==> src/rtl/gmii_tx_framer.sv <==
`default_nettype none
// ============================================================================
// Module      : gmii_tx_framer
// Description : GMII transmit framer. Wraps a payload byte stream with
//               preamble, SFD, zero pad up to the minimum frame size and the
//               FCS supplied by an external byte-wide CRC-32 stage, then
//               enforces the inter-frame gap.
// Revision    : 1.0 - initial release
// ============================================================================
module gmii_tx_framer #(
    parameter int PREAMBLE_LEN = 7,   // 0x55 bytes ahead of the SFD (>= 2)
    parameter int MIN_PAYLOAD  = 60,  // payload + pad bytes before the FCS
    parameter int IFG_LEN      = 12   // idle cycles after the last FCS byte (>= 1)
) (
    input  logic        clk,
    input  logic        rst_n,
    input  logic [7:0]  tx_data,
    input  logic        tx_valid,
    input  logic        tx_last,
    output logic        tx_ready,
    output logic [7:0]  crc_data,
    output logic        crc_en,
    output logic        crc_init,
    input  logic [31:0] crc_out,
    output logic [7:0]  gmii_txd,
    output logic        gmii_tx_en,
    output logic        gmii_tx_er,
    output logic        busy,
    output logic        tx_underrun
);

    localparam logic [7:0]         c_PRE_BYTE   = 8'h55;
    localparam logic [7:0]         c_SFD_BYTE   = 8'hD5;
    localparam int                 c_CNT_W      = 8;
    // The IDLE state already emits the first preamble byte, so PRE covers
    // PREAMBLE_LEN-1 cycles; the counter runs down to zero inclusive.
    localparam logic [c_CNT_W-1:0] c_PRE_RELOAD = c_CNT_W'(PREAMBLE_LEN - 2);
    localparam logic [c_CNT_W-1:0] c_IFG_RELOAD = c_CNT_W'(IFG_LEN - 1);
    localparam logic [11:0]        c_MIN_LEN    = 12'(MIN_PAYLOAD);
    localparam logic [10:0]        c_CNT_MAX    = 11'd2047;

    // Each state names the byte loaded into gmii_txd at the next edge.
    typedef enum logic [2:0] {
        S_IDLE = 3'd0,
        S_PRE  = 3'd1,
        S_SFD  = 3'd2,
        S_DATA = 3'd3,
        S_PAD  = 3'd4,
        S_FCS  = 3'd5,
        S_IFG  = 3'd6
    } state_t;

    state_t             r_state;
    logic [c_CNT_W-1:0] r_cnt;        // preamble / IFG down-counter
    logic [10:0]        r_byte_cnt;   // payload + pad bytes sent so far
    logic [1:0]         r_fcs_idx;    // which FCS byte goes out next
    logic [7:0]         r_txd;
    logic               r_tx_en;
    logic               r_tx_er;
    logic               r_underrun;

    logic               w_accept;
    logic [11:0]        w_next_len;
    logic [10:0]        w_byte_cnt_inc;
    logic [7:0]         w_fcs_byte;

    assign w_accept       = (r_state == S_DATA) && tx_valid;
    assign w_next_len     = {1'b0, r_byte_cnt} + 12'd1;
    assign w_byte_cnt_inc = (r_byte_cnt == c_CNT_MAX) ? r_byte_cnt : r_byte_cnt + 11'd1;

    // FCS goes out least-significant byte first
    always_comb begin
        w_fcs_byte = crc_out[7:0];
        case (r_fcs_idx)
            2'd0:    w_fcs_byte = crc_out[7:0];
            2'd1:    w_fcs_byte = crc_out[15:8];
            2'd2:    w_fcs_byte = crc_out[23:16];
            default: w_fcs_byte = crc_out[31:24];
        endcase
    end

    // The CRC stage sees exactly the byte entering gmii_txd on the same edge,
    // so its result already covers the last payload/pad byte when FCS starts.
    assign tx_ready = (r_state == S_DATA);
    assign crc_init = (r_state == S_PRE);
    assign crc_en   = !crc_init && (w_accept || (r_state == S_PAD));
    assign crc_data = w_accept ? tx_data : 8'h00;

    assign gmii_txd    = r_txd;
    assign gmii_tx_en  = r_tx_en;
    assign gmii_tx_er  = r_tx_er;
    assign tx_underrun = r_underrun;
    assign busy        = (r_state != S_IDLE);

    // Framing state machine with registered GMII outputs
    always_ff @(posedge clk or negedge rst_n) begin
        if (!rst_n) begin
            r_state    <= S_IDLE;
            r_cnt      <= '0;
            r_byte_cnt <= '0;
            r_fcs_idx  <= '0;
            r_txd      <= '0;
            r_tx_en    <= 1'b0;
            r_tx_er    <= 1'b0;
            r_underrun <= 1'b0;
        end else begin
            r_tx_er    <= 1'b0;
            r_underrun <= 1'b0;
            case (r_state)
                S_IDLE: begin
                    r_txd      <= 8'h00;
                    r_tx_en    <= 1'b0;
                    r_byte_cnt <= '0;
                    r_fcs_idx  <= '0;
                    if (tx_valid) begin
                        r_txd   <= c_PRE_BYTE;
                        r_tx_en <= 1'b1;
                        r_cnt   <= c_PRE_RELOAD;
                        r_state <= S_PRE;
                    end
                end
                S_PRE: begin
                    r_txd   <= c_PRE_BYTE;
                    r_tx_en <= 1'b1;
                    if (r_cnt == '0) begin
                        r_state <= S_SFD;
                    end else begin
                        r_cnt <= r_cnt - 1'b1;
                    end
                end
                S_SFD: begin
                    r_txd   <= c_SFD_BYTE;
                    r_tx_en <= 1'b1;
                    r_state <= S_DATA;
                end
                S_DATA: begin
                    r_tx_en <= 1'b1;
                    if (tx_valid) begin
                        r_txd      <= tx_data;
                        r_byte_cnt <= w_byte_cnt_inc;
                        if (tx_last) begin
                            r_state <= (w_next_len < c_MIN_LEN) ? S_PAD : S_FCS;
                        end
                    end else begin
                        // Source starved mid-frame: poison the frame and skip the FCS
                        r_txd      <= 8'h00;
                        r_tx_er    <= 1'b1;
                        r_underrun <= 1'b1;
                        r_cnt      <= c_IFG_RELOAD;
                        r_state    <= S_IFG;
                    end
                end
                S_PAD: begin
                    r_txd      <= 8'h00;
                    r_tx_en    <= 1'b1;
                    r_byte_cnt <= w_byte_cnt_inc;
                    if (w_next_len >= c_MIN_LEN) begin
                        r_state <= S_FCS;
                    end
                end
                S_FCS: begin
                    r_txd     <= w_fcs_byte;
                    r_tx_en   <= 1'b1;
                    r_fcs_idx <= r_fcs_idx + 2'd1;
                    if (r_fcs_idx == 2'd3) begin
                        r_cnt   <= c_IFG_RELOAD;
                        r_state <= S_IFG;
                    end
                end
                S_IFG: begin
                    r_txd   <= 8'h00;
                    r_tx_en <= 1'b0;
                    if (r_cnt == '0) begin
                        r_state <= S_IDLE;
                    end else begin
                        r_cnt <= r_cnt - 1'b1;
                    end
                end
                default: begin
                    r_txd   <= 8'h00;
                    r_tx_en <= 1'b0;
                    r_state <= S_IDLE;
                end
            endcase
        end
    end

endmodule
`default_nettype wire

==> config.mk <==
export PLATFORM = sky130hd
export DESIGN_NAME = gmii_tx_framer
export DESIGN_NICKNAME = d
export VERILOG_FILES = /design/src/rtl/gmii_tx_framer.sv
export SDC_FILE = /design/constraint.sdc
export NUM_CORES = 1
export LEC_CHECK = 0
export CAP_MARGIN = 5
export CORE_MARGIN = 2
export CORE_UTILIZATION = 35
export DETAILED_ROUTE_END_ITERATION = 6
export DONT_BUFFER_PORTS = 1
export GPL_TIMING_DRIVEN = 1
export HOLD_SLACK_MARGIN = 0.15
export MAX_ROUTING_LAYER = met4
export PLACE_DENSITY = 0.47
export SYNTH_ARGS = -nofsm -noshare
export SYNTH_HDL_FRONTEND = slang
export SYNTH_SLANG_ARGS = --single-unit
==> constraint.sdc <==
create_clock -name clk -period 2.1 [get_ports clk]
set_clock_uncertainty 0.05 [all_clocks]
set_input_delay 0.42 -clock clk [delete_from_list [all_inputs] [get_ports clk]]
set_output_delay 0.42 -clock clk [all_outputs]
set_load 0.03 [all_outputs]
==> results.toml, run 1 <==
[layout]
drive_gt1_share_pct = 22.4
fillCellCount = 682
finalNetCount = 354
antenna_cells = 0
register_area_um2 = 855
multiInputGateArea_um2 = 1400
fin_cells = 384
layout_common_cells = "buf_4 (33), dfrtp_1 (31), nor2_1 (24), a21oi_1 (22), nand2_1 (20)"
syn_to_final_growth_pct = 21.4
fin_util_pct = 43.1
final_common_cell = "buf_4"

[die]
start_util_pct = 35.5
die_x_um = 86.3
fp.coreArea_um2 = 6680
pin_count = 67
die_y_um = 86.3
core.rowCount = 30
die-area_um2 = 7450

[global_route]
grt_max_degree = 35
antenna_found_initial = 0
grt_usage_pct = 18.4
grt_pass1_vias = 2124
grt_pass1_wl_mm = 10.6
gr-total-overflow = 0

[sta]
clock.fmax_mhz = 492
hold_viol_final = 0
timing.final.crit_share_pct = 96.8
max-slew-margin-rel_pct = 65.2
setup_viol = 0
slew_violations = 0
rsz0062_at_grt = "false"
tns_ps = 0
fin_hold_ws_ps = 269
worstMarginPinSlew_ps = 522
layout_min_cycle_time_ps = 2030

[critical_path]
crit_start = "r_state[1]$_DFFE_PN0P_"
worstSetupPathType = "reg -> out"
end_kind = "output port"
cp_slowest_cell = "dfrtp_2"
cp.required_ps = 1630
cpMostUsedCell = "buf_4"
crit_chain = "buf_4 -> nand4b_1 -> o21ai_2 -> buf_4"
timing.rr.start = "r_byte_cnt[0]$_DFFE_PN0P_"
critical_path.top_delay_family = "flip-flops"
critical_path.max_fanout = 11
critPathArrivalTime_ps = 1560
cpPeakStageDelay_ps = 490
path_buf_inv = 2
start_kind = "flop"

[cts]
clock-sinks = 34
cts_inserted_buffers = 5
clk_path_buf_depth = 2
root_buffer = "clkbuf_8"
h-tree-depth = 2
clock_latency_ps = 300
cts_tree = "done"
clk_pin_slew_ps = 80

[worst_hold_path]
min-delay-start = "crc_out[25]"
min_path_type = "in -> reg"

[logic_synthesis]
syn-num-nets = 325
synth_top_area_share_pct = 35.9
avgSynthCellArea_um2 = 8.66
yosysSeqAreaShare_pct = 35.9
syn_area_um2 = 2370
synthArstFlopShare_pct = 100
yosys.area.top_type = "dfrtp_1"
ys_ff_latch = 34
yosysWarningCount = 0
synth.area.top_cells = "dfrtp_1 (36%), a21oi_1 (4.6%), nor2_1 (3.8%), ha_1 (3.7%), a222oi_1 (3.4%)"
synth_flop_cell = "dfrtp_1"
synth_cell_types = 63
netlist_instances = 274
synth_enable_flop_cells = 0

[route]
ant_nets = 0
drt_wl_total_mm = 6.42
wire_per_inst_um = 16.7
vias = 2182
route.detailed.drc = 0
avgViaCountPerCell = 5.68
firstDrtPassIters = 7
drt_iter0_drc = 101

[power_and_ir_drop]
power.leakage_nw = 1.27
pwr-share-seq_pct = 28.5
max-vdd-ir-drop_uv = 649
power.switching_mw = 2.02
powerDensity_nw_per_um2 = 1540
p_comb_share_pct = 54.5
switching_share_pct = 45.6
intPower_mw = 2.42
finalPower_mw = 4.44
power_frac_clock_pct = 17.0

[run]
drv_cap = 0

[placed_design]
dp.cells = 367
portBuffers = 0
hpwl_mm = 4.71
gp_congestion = 0.841

[status]
outcome = "finished clean"
==> what timing repair did <==
action,in CTS,in global routing
endpoints found under the hold margin,34,0
setup buffers,0,7
hold buffers,2,0
setup endpoints to repair,10,17
gates resized for setup,3,9
==> per-stage QoR <==
step	cell area, um2	setup slack, ps
2_1_floorplan	2370	149
3_3_place_gp	2640	69.8
3_5_place_dp	2640	65.5
4_1_cts	2810	19.9
5_1_grt	2880	1.43
6_report	2880	67.2
==> layer usage <==
| metal | up-vias | global-route usage [%] | part of all wire (%) | routed length [um] |
|---|---|---|---|---|
| met5 | - | - | 0 | 0 |
| met4 | 0 | 5.82 | 1.6 | 102 |
| met3 | 8 | 3.24 | 3.7 | 239 |
| met2 | 43 | 27.6 | 47 | 3010 |
| met1 | 1052 | 25.4 | 48 | 3060 |
| li1 | 1079 | - | - | - |
==> final cells by class <==
cell class / count / area share, %
multi-input cells: 211 / 48.7
flip-flops and latches: 34 / 29.7
repair buffers: 38 / 11.7
well taps: 80 / 3.48
clock buffers: 5 / 2.39
clock inverters: 3 / 2.39
inverters: 13 / 1.69
==> cell usage after synthesis, types with 6 or more instances <==
library cell	instances
nand2_1	20
nor2_1	24
clkbuf_1	6
and2_1	12
o31ai_1	6
inv_1	11
o21ai_0	16
nand2b_1	8
ha_1	7
a222oi_1	8
nand3_1	7
and3_1	6
dfrtp_1	34
buf_2	6
a21oi_1	22
==> path summary, 6_finish.rpt <==
check / to / slack [ps] / cells after the start
min in group asynchronous: gmii_txd[1]$_DFF_PN0_ / 560 / 2
setup / recovery: crc_en / 70 / 4
hold reg to reg: r_cnt[7]$_DFFE_PN0P_ / 500 / 2
max in group asynchronous: r_state[0]$_DFFE_PN0P_ / 1240 / 2
hold / removal: gmii_txd[1]$_DFF_PN0_ / 270 / 2
setup reg to reg: r_byte_cnt[2]$_DFFE_PN0P_ / 110 / 6
==> power by group through the flow <==
stage	combinational [mW]	clock, mW	sequential [mW]
2_1_floorplan	1.69	0	1.19
3_3_place_gp	2.28	0	1.29
3_5_place_dp	2.27	0	1.29
4_1_cts	2.30	0.765	1.29
5_1_grt	2.68	0.802	1.30
6_report	2.42	0.754	1.27
==> sequential cells by signal, summed over array words and instances, names as in the netlist <==
name,flops
gmii_txd,8
gmii_tx_en,1
r_byte_cnt,11
r_fcs_idx,2
tx_underrun,1
r_cnt,8
r_state,3
==> cell families after synthesis <==
kind of cell / Yosys count / synth area share (%)
AOI/OAI and AO/OA: 96 / 29.0
xor gates and xnor gates: 4 / 1.48
adders and majority gates: 7 / 3.69
buffers and inverters: 29 / 5.70
DFF: 34 / 35.9
muxes: 4 / 1.69
and+or+nand+nor: 100 / 22.6
(Power assumes the default switching activity.)
==> run 2, diff against run 1 <==
--- a/config.mk
+++ b/config.mk
@@ -10,9 +10,9 @@
 export CORE_UTILIZATION = 35
 export DETAILED_ROUTE_END_ITERATION = 6
 export DONT_BUFFER_PORTS = 1
+export GPL_ROUTABILITY_DRIVEN = 0
 export GPL_TIMING_DRIVEN = 1
 export HOLD_SLACK_MARGIN = 0.15
-export MAX_ROUTING_LAYER = met4
 export PLACE_DENSITY = 0.47
 export SYNTH_ARGS = -nofsm -noshare
 export SYNTH_HDL_FRONTEND = slang
==> results.toml, run 2 (synthesized netlist as in run 1, its figures left out) <==
[layout]
register_area_um2 = 855
largest_reg_flops = 11
multiInputGateArea_um2 = 1400
fillCellCount = 682
drive_gt1_share_pct = 22.4
syn_to_final_growth_pct = 21.4
finalNetCount = 354
top_register = "r_byte_cnt"
antenna_cells = 0
layout_common_cells = "buf_4 (33), dfrtp_1 (31), nor2_1 (24), a21oi_1 (22), nand2_1 (20)"
fin_util_pct = 43.1
final_common_cell = "buf_4"
fin_cells = 384

[status]
outcome = "finished clean"

[global_route]
gr-total-overflow = 0
grt_use_met2_pct = 27.6
grt_max_degree = 35
antenna_found_initial = 0
gr-max-usage-layer = "met2"
grt_pass1_vias = 2126
grt_pass1_wl_mm = 10.6
grt_usage_pct = 17.9
grtUsageMet3_pct = 3.24
grtUsageMet1_pct = 25.3

[run]
drv_cap = 0

[placed_design]
portBuffers = 0
hpwl_mm = 4.71
dp.cells = 367

[cts]
clk_pin_slew_ps = 80
clock-sinks = 34
clock_latency_ps = 300
h-tree-depth = 2
root_buffer = "clkbuf_8"
cts_inserted_buffers = 5
clk_path_buf_depth = 2
cts_tree = "done"

[route]
ant_nets = 0
drt_wl_total_mm = 6.41
drt_iter0_drc = 101
wire_per_inst_um = 16.7
avgViaCountPerCell = 5.69
firstDrtPassIters = 5
route.detailed.drc = 0
vias = 2186

[sta]
layout_min_cycle_time_ps = 2030
hold_viol_final = 0
tns_ps = 0
timing.final.crit_share_pct = 96.8
rsz0062_at_grt = "true"
clock.fmax_mhz = 492
slew_violations = 0
setup_viol = 0
max-slew-margin-rel_pct = 65.2
worstMarginPinSlew_ps = 522

[critical_path]
cp.required_ps = 1630
r2r_slack_ps = 120
critical_path.max_fanout = 11
end_kind = "output port"
start_kind = "flop"
r2r_cells = 6
critPathArrivalTime_ps = 1560
worstSetupPathType = "reg -> out"

[die]
die_y_um = 86.3
start_util_pct = 35.5
fp.coreArea_um2 = 6680
core.rowCount = 30
die_x_um = 86.3
die-area_um2 = 7450
pin_count = 67

[power_and_ir_drop]
powerDensity_nw_per_um2 = 1540
power.leakage_nw = 1.27
max-vdd-ir-drop_uv = 649

[worst_hold_path]
hold_depth = 2
min_path_type = "in -> reg"
==> run 2: cell counts in the layout (fill, tap and decap cells not counted) <==
No cell type changed its count.
==> run 2: worst max-delay path, stage by stage (launching register included) <==
cell and delay, ps:
dfrtp_2 490, buf_4 170, nand4b_1 230, o21ai_2 170, buf_4 200
==> run 2: repair_timing <==
item                                    CTS  global route
buffers inserted                          0             7
gates resized for setup                   3             9
endpoints found under the setup margin   10            17
hold buffers                              2             0
endpoints found under the hold margin    34             0
==> run 2: worst paths after layout <==
path                                           start                   endpoint
max                           r_state[1]$_DFFE_PN0P_                     crc_en
min                                      crc_out[25]      gmii_txd[1]$_DFF_PN0_
max reg2reg                r_byte_cnt[0]$_DFFE_PN0P_  r_byte_cnt[2]$_DFFE_PN0P_
min reg2reg                     r_cnt[7]$_DFFE_PN0P_       r_cnt[7]$_DFFE_PN0P_
max in group asynchronous                      rst_n     r_state[0]$_DFFE_PN0P_
min in group asynchronous                      rst_n      gmii_txd[1]$_DFF_PN0_
==> run 2: metrics by stage <==
stage	instance area, um2	power [mW]	hold WS, ps	setup WS (ps)
after CTS	2810	4.35	270	19.9
after global routing	2880	4.79	278	0.639
after global placement	2640	3.57	75.1	69.8
after floorplan	2370	2.88	74.4	149
after detailed placement	2640	3.56	75.1	65.5
final	2880	4.43	270	67.8
==> run 2: cell type report <==
| class | count | share of cell area [%] |
|---|---|---|
| Multi-Input combinational cell | 211 | 48.7 |
| Timing Repair Buffer | 38 | 11.7 |
| Sequential cell | 34 | 29.7 |
| Inverter | 13 | 1.69 |
| Tap cell | 80 | 3.48 |
| Clock buffer | 5 | 2.39 |
| Clock inverter | 3 | 2.39 |
==> run 2: layer usage <==
layer  wire, um  up-vias
met3        239        8
li1           -     1080
met1       3050     1055
met5          0        -
met2       3010       43
met4        102        0
==> run 2: where the power goes <==
group / total [mW] / switching, mW / internal (mW)
clock network: 0.751 / 0.275 / 0.476
registers: 1.27 / 0.385 / 0.882
logic: 2.42 / 1.36 / 1.06
==> run 3, diff against run 2 <==
--- a/config.mk
+++ b/config.mk
@@ -11,7 +11,7 @@
 export DETAILED_ROUTE_END_ITERATION = 6
 export DONT_BUFFER_PORTS = 1
 export GPL_ROUTABILITY_DRIVEN = 0
-export GPL_TIMING_DRIVEN = 1
+export GPL_TIMING_DRIVEN = 0
 export HOLD_SLACK_MARGIN = 0.15
 export PLACE_DENSITY = 0.47
 export SYNTH_ARGS = -nofsm -noshare
==> results.toml, run 3 (synthesized netlist as in run 1, its figures left out) <==
[layout]
largest_reg_flops = 11
top_register = "r_byte_cnt"
fin_cells = 372
layout_common_cells = "dfrtp_1 (32), nor2_1 (21), a21oi_1 (21), nand2_1 (20), o21ai_0 (15)"
design_area_um2 = 2810
finalNetCount = 342
antenna_cells = 0
final_common_cell = "dfrtp_1"
drive_gt1_share_pct = 21.9
syn_to_final_growth_pct = 18.3

[power_and_ir_drop]
powerDensity_nw_per_um2 = 1570
power.leakage_nw = 1.19
max-vdd-ir-drop_uv = 710

[run]
drv_cap = 0

[global_route]
antenna_found_initial = 0
grt_usage_pct = 18.6
grt_pass1_wl_mm = 10.9
grt_max_degree = 35
gr-max-usage-layer = "met2"
grt_pass1_vias = 2116
grtUsageMet1_pct = 25.5
gr-total-overflow = 0
grt_use_met2_pct = 29.2
grtUsageMet3_pct = 3.43

[cts]
cts_inserted_buffers = 5
h-tree-depth = 2
clock_latency_ps = 300
cts_tree = "done"
clk_pin_slew_ps = 70
clk_path_buf_depth = 2
clock-sinks = 34
root_buffer = "clkbuf_8"

[route]
firstDrtPassIters = 6
vias = 2171
avgViaCountPerCell = 5.84
drt_iter0_drc = 124
wire_per_inst_um = 18.0
route.detailed.drc = 0
drt_wl_total_mm = 6.68
ant_nets = 0

[sta]
setup_viol = 0
timing.final.crit_share_pct = 98.2
layout_min_cycle_time_ps = 2060
clock.fmax_mhz = 485
worstMarginPinSlew_ps = 460
layout_setup_ws_ps = 38.5
slew_violations = 0
max-slew-margin-rel_pct = 69.0
hold_viol_final = 0

[critical_path]
cp.required_ps = 1630
start_kind = "flop"
worstSetupPathType = "reg -> out"
end_kind = "output port"
critical_path.max_fanout = 10
critPathArrivalTime_ps = 1590

[die]
die_x_um = 86.3
die_y_um = 86.3
start_util_pct = 35.5
core.rowCount = 30
fp.coreArea_um2 = 6680
pin_count = 67
die-area_um2 = 7450

[placed_design]
portBuffers = 0
place_area_um2 = 2470
hpwl_mm = 4.67
dp_slack_ps = -313
dp.cells = 354

[status]
outcome = "finished clean"

[worst_hold_path]
min_path_type = "in -> reg"
run 3: cell count changes in the layout (fill, tap and decap cells not counted), sizes merged:
cell,change
buf,-20
inv,+1
clkinv,-1
clkbuf,+8
run 3: final timing paths:
path                            cells after the start  slack, ps                      start                        end
worst max-delay path                                5         40     r_state[2]$_DFFE_PN0P_                crc_data[3]
worst min-delay path                                2        280                crc_out[25]      gmii_txd[1]$_DFF_PN0_
worst max register to register                      7         60  r_byte_cnt[0]$_DFFE_PN0P_  r_byte_cnt[2]$_DFFE_PN0P_
worst min register to register                      1        500  r_byte_cnt[6]$_DFFE_PN0P_  r_byte_cnt[6]$_DFFE_PN0P_
max in group asynchronous                           2       1280                      rst_n     r_state[1]$_DFFE_PN0P_
min in group asynchronous                           2        510                      rst_n  r_byte_cnt[6]$_DFFE_PN0P_
run 3: worst max-delay path, stage by stage (launching register included):
cell	delay [ps]
dfrtp_2	420
buf_6	140
nand2b_2	230
nor2_4	120
buf_4	140
and2_2	250
run 3: final cells by class:
| class | count | area (um2) |
|---|---|---|
| Fill cell | 669 | 3870 |
| Clock buffer | 5 | 68.8 |
| Timing Repair Buffer | 10 | 87.6 |
| Multi-Input combinational cell | 211 | 1490 |
| Tap cell | 80 | 100 |
| Clock inverter | 3 | 68.8 |
| Sequential cell | 34 | 853 |
| Inverter | 13 | 48.8 |
| Buffer | 16 | 91.3 |
run 3: report_power, final:
part           switching (mW)  internal [mW]  total (mW)
combinational            1.47          0.941        2.41
clock                   0.275          0.476       0.751
sequential              0.365          0.880        1.24
total                    2.11           2.30        4.40
run 3: per-stage QoR:
step | power [mW] | setup TNS, ps | util, % | hold slack [ps]
2_1_floorplan | 2.88 | 0 | - | 74.4
3_3_place_gp | 3.38 | -1540 | 37.0 | 75.1
3_5_place_dp | 3.38 | -1350 | 37.0 | 75.2
4_1_cts | 4.22 | -5.83 | 40.1 | 261
5_1_grt | 4.78 | -163 | 42.0 | 272
6_report | 4.40 | 0 | 42.0 | 279
run 3: metal layers:
layer  part of all wire, %  vias up
li1                      -     1062
met1                    48     1064
met2                    48       36
met3                   2.7        9
met4                   1.5        0
met5                     0        -
run 3: what timing repair did:
item | 4_1_cts | 5_1_grt
gates resized for setup | 17 | 20
pin swaps | 1 | 9
hold endpoints to repair | 34 | 0
setup endpoints to repair | 18 | 30
hold buffers | 2 | 0
buffers inserted | 0 | 8
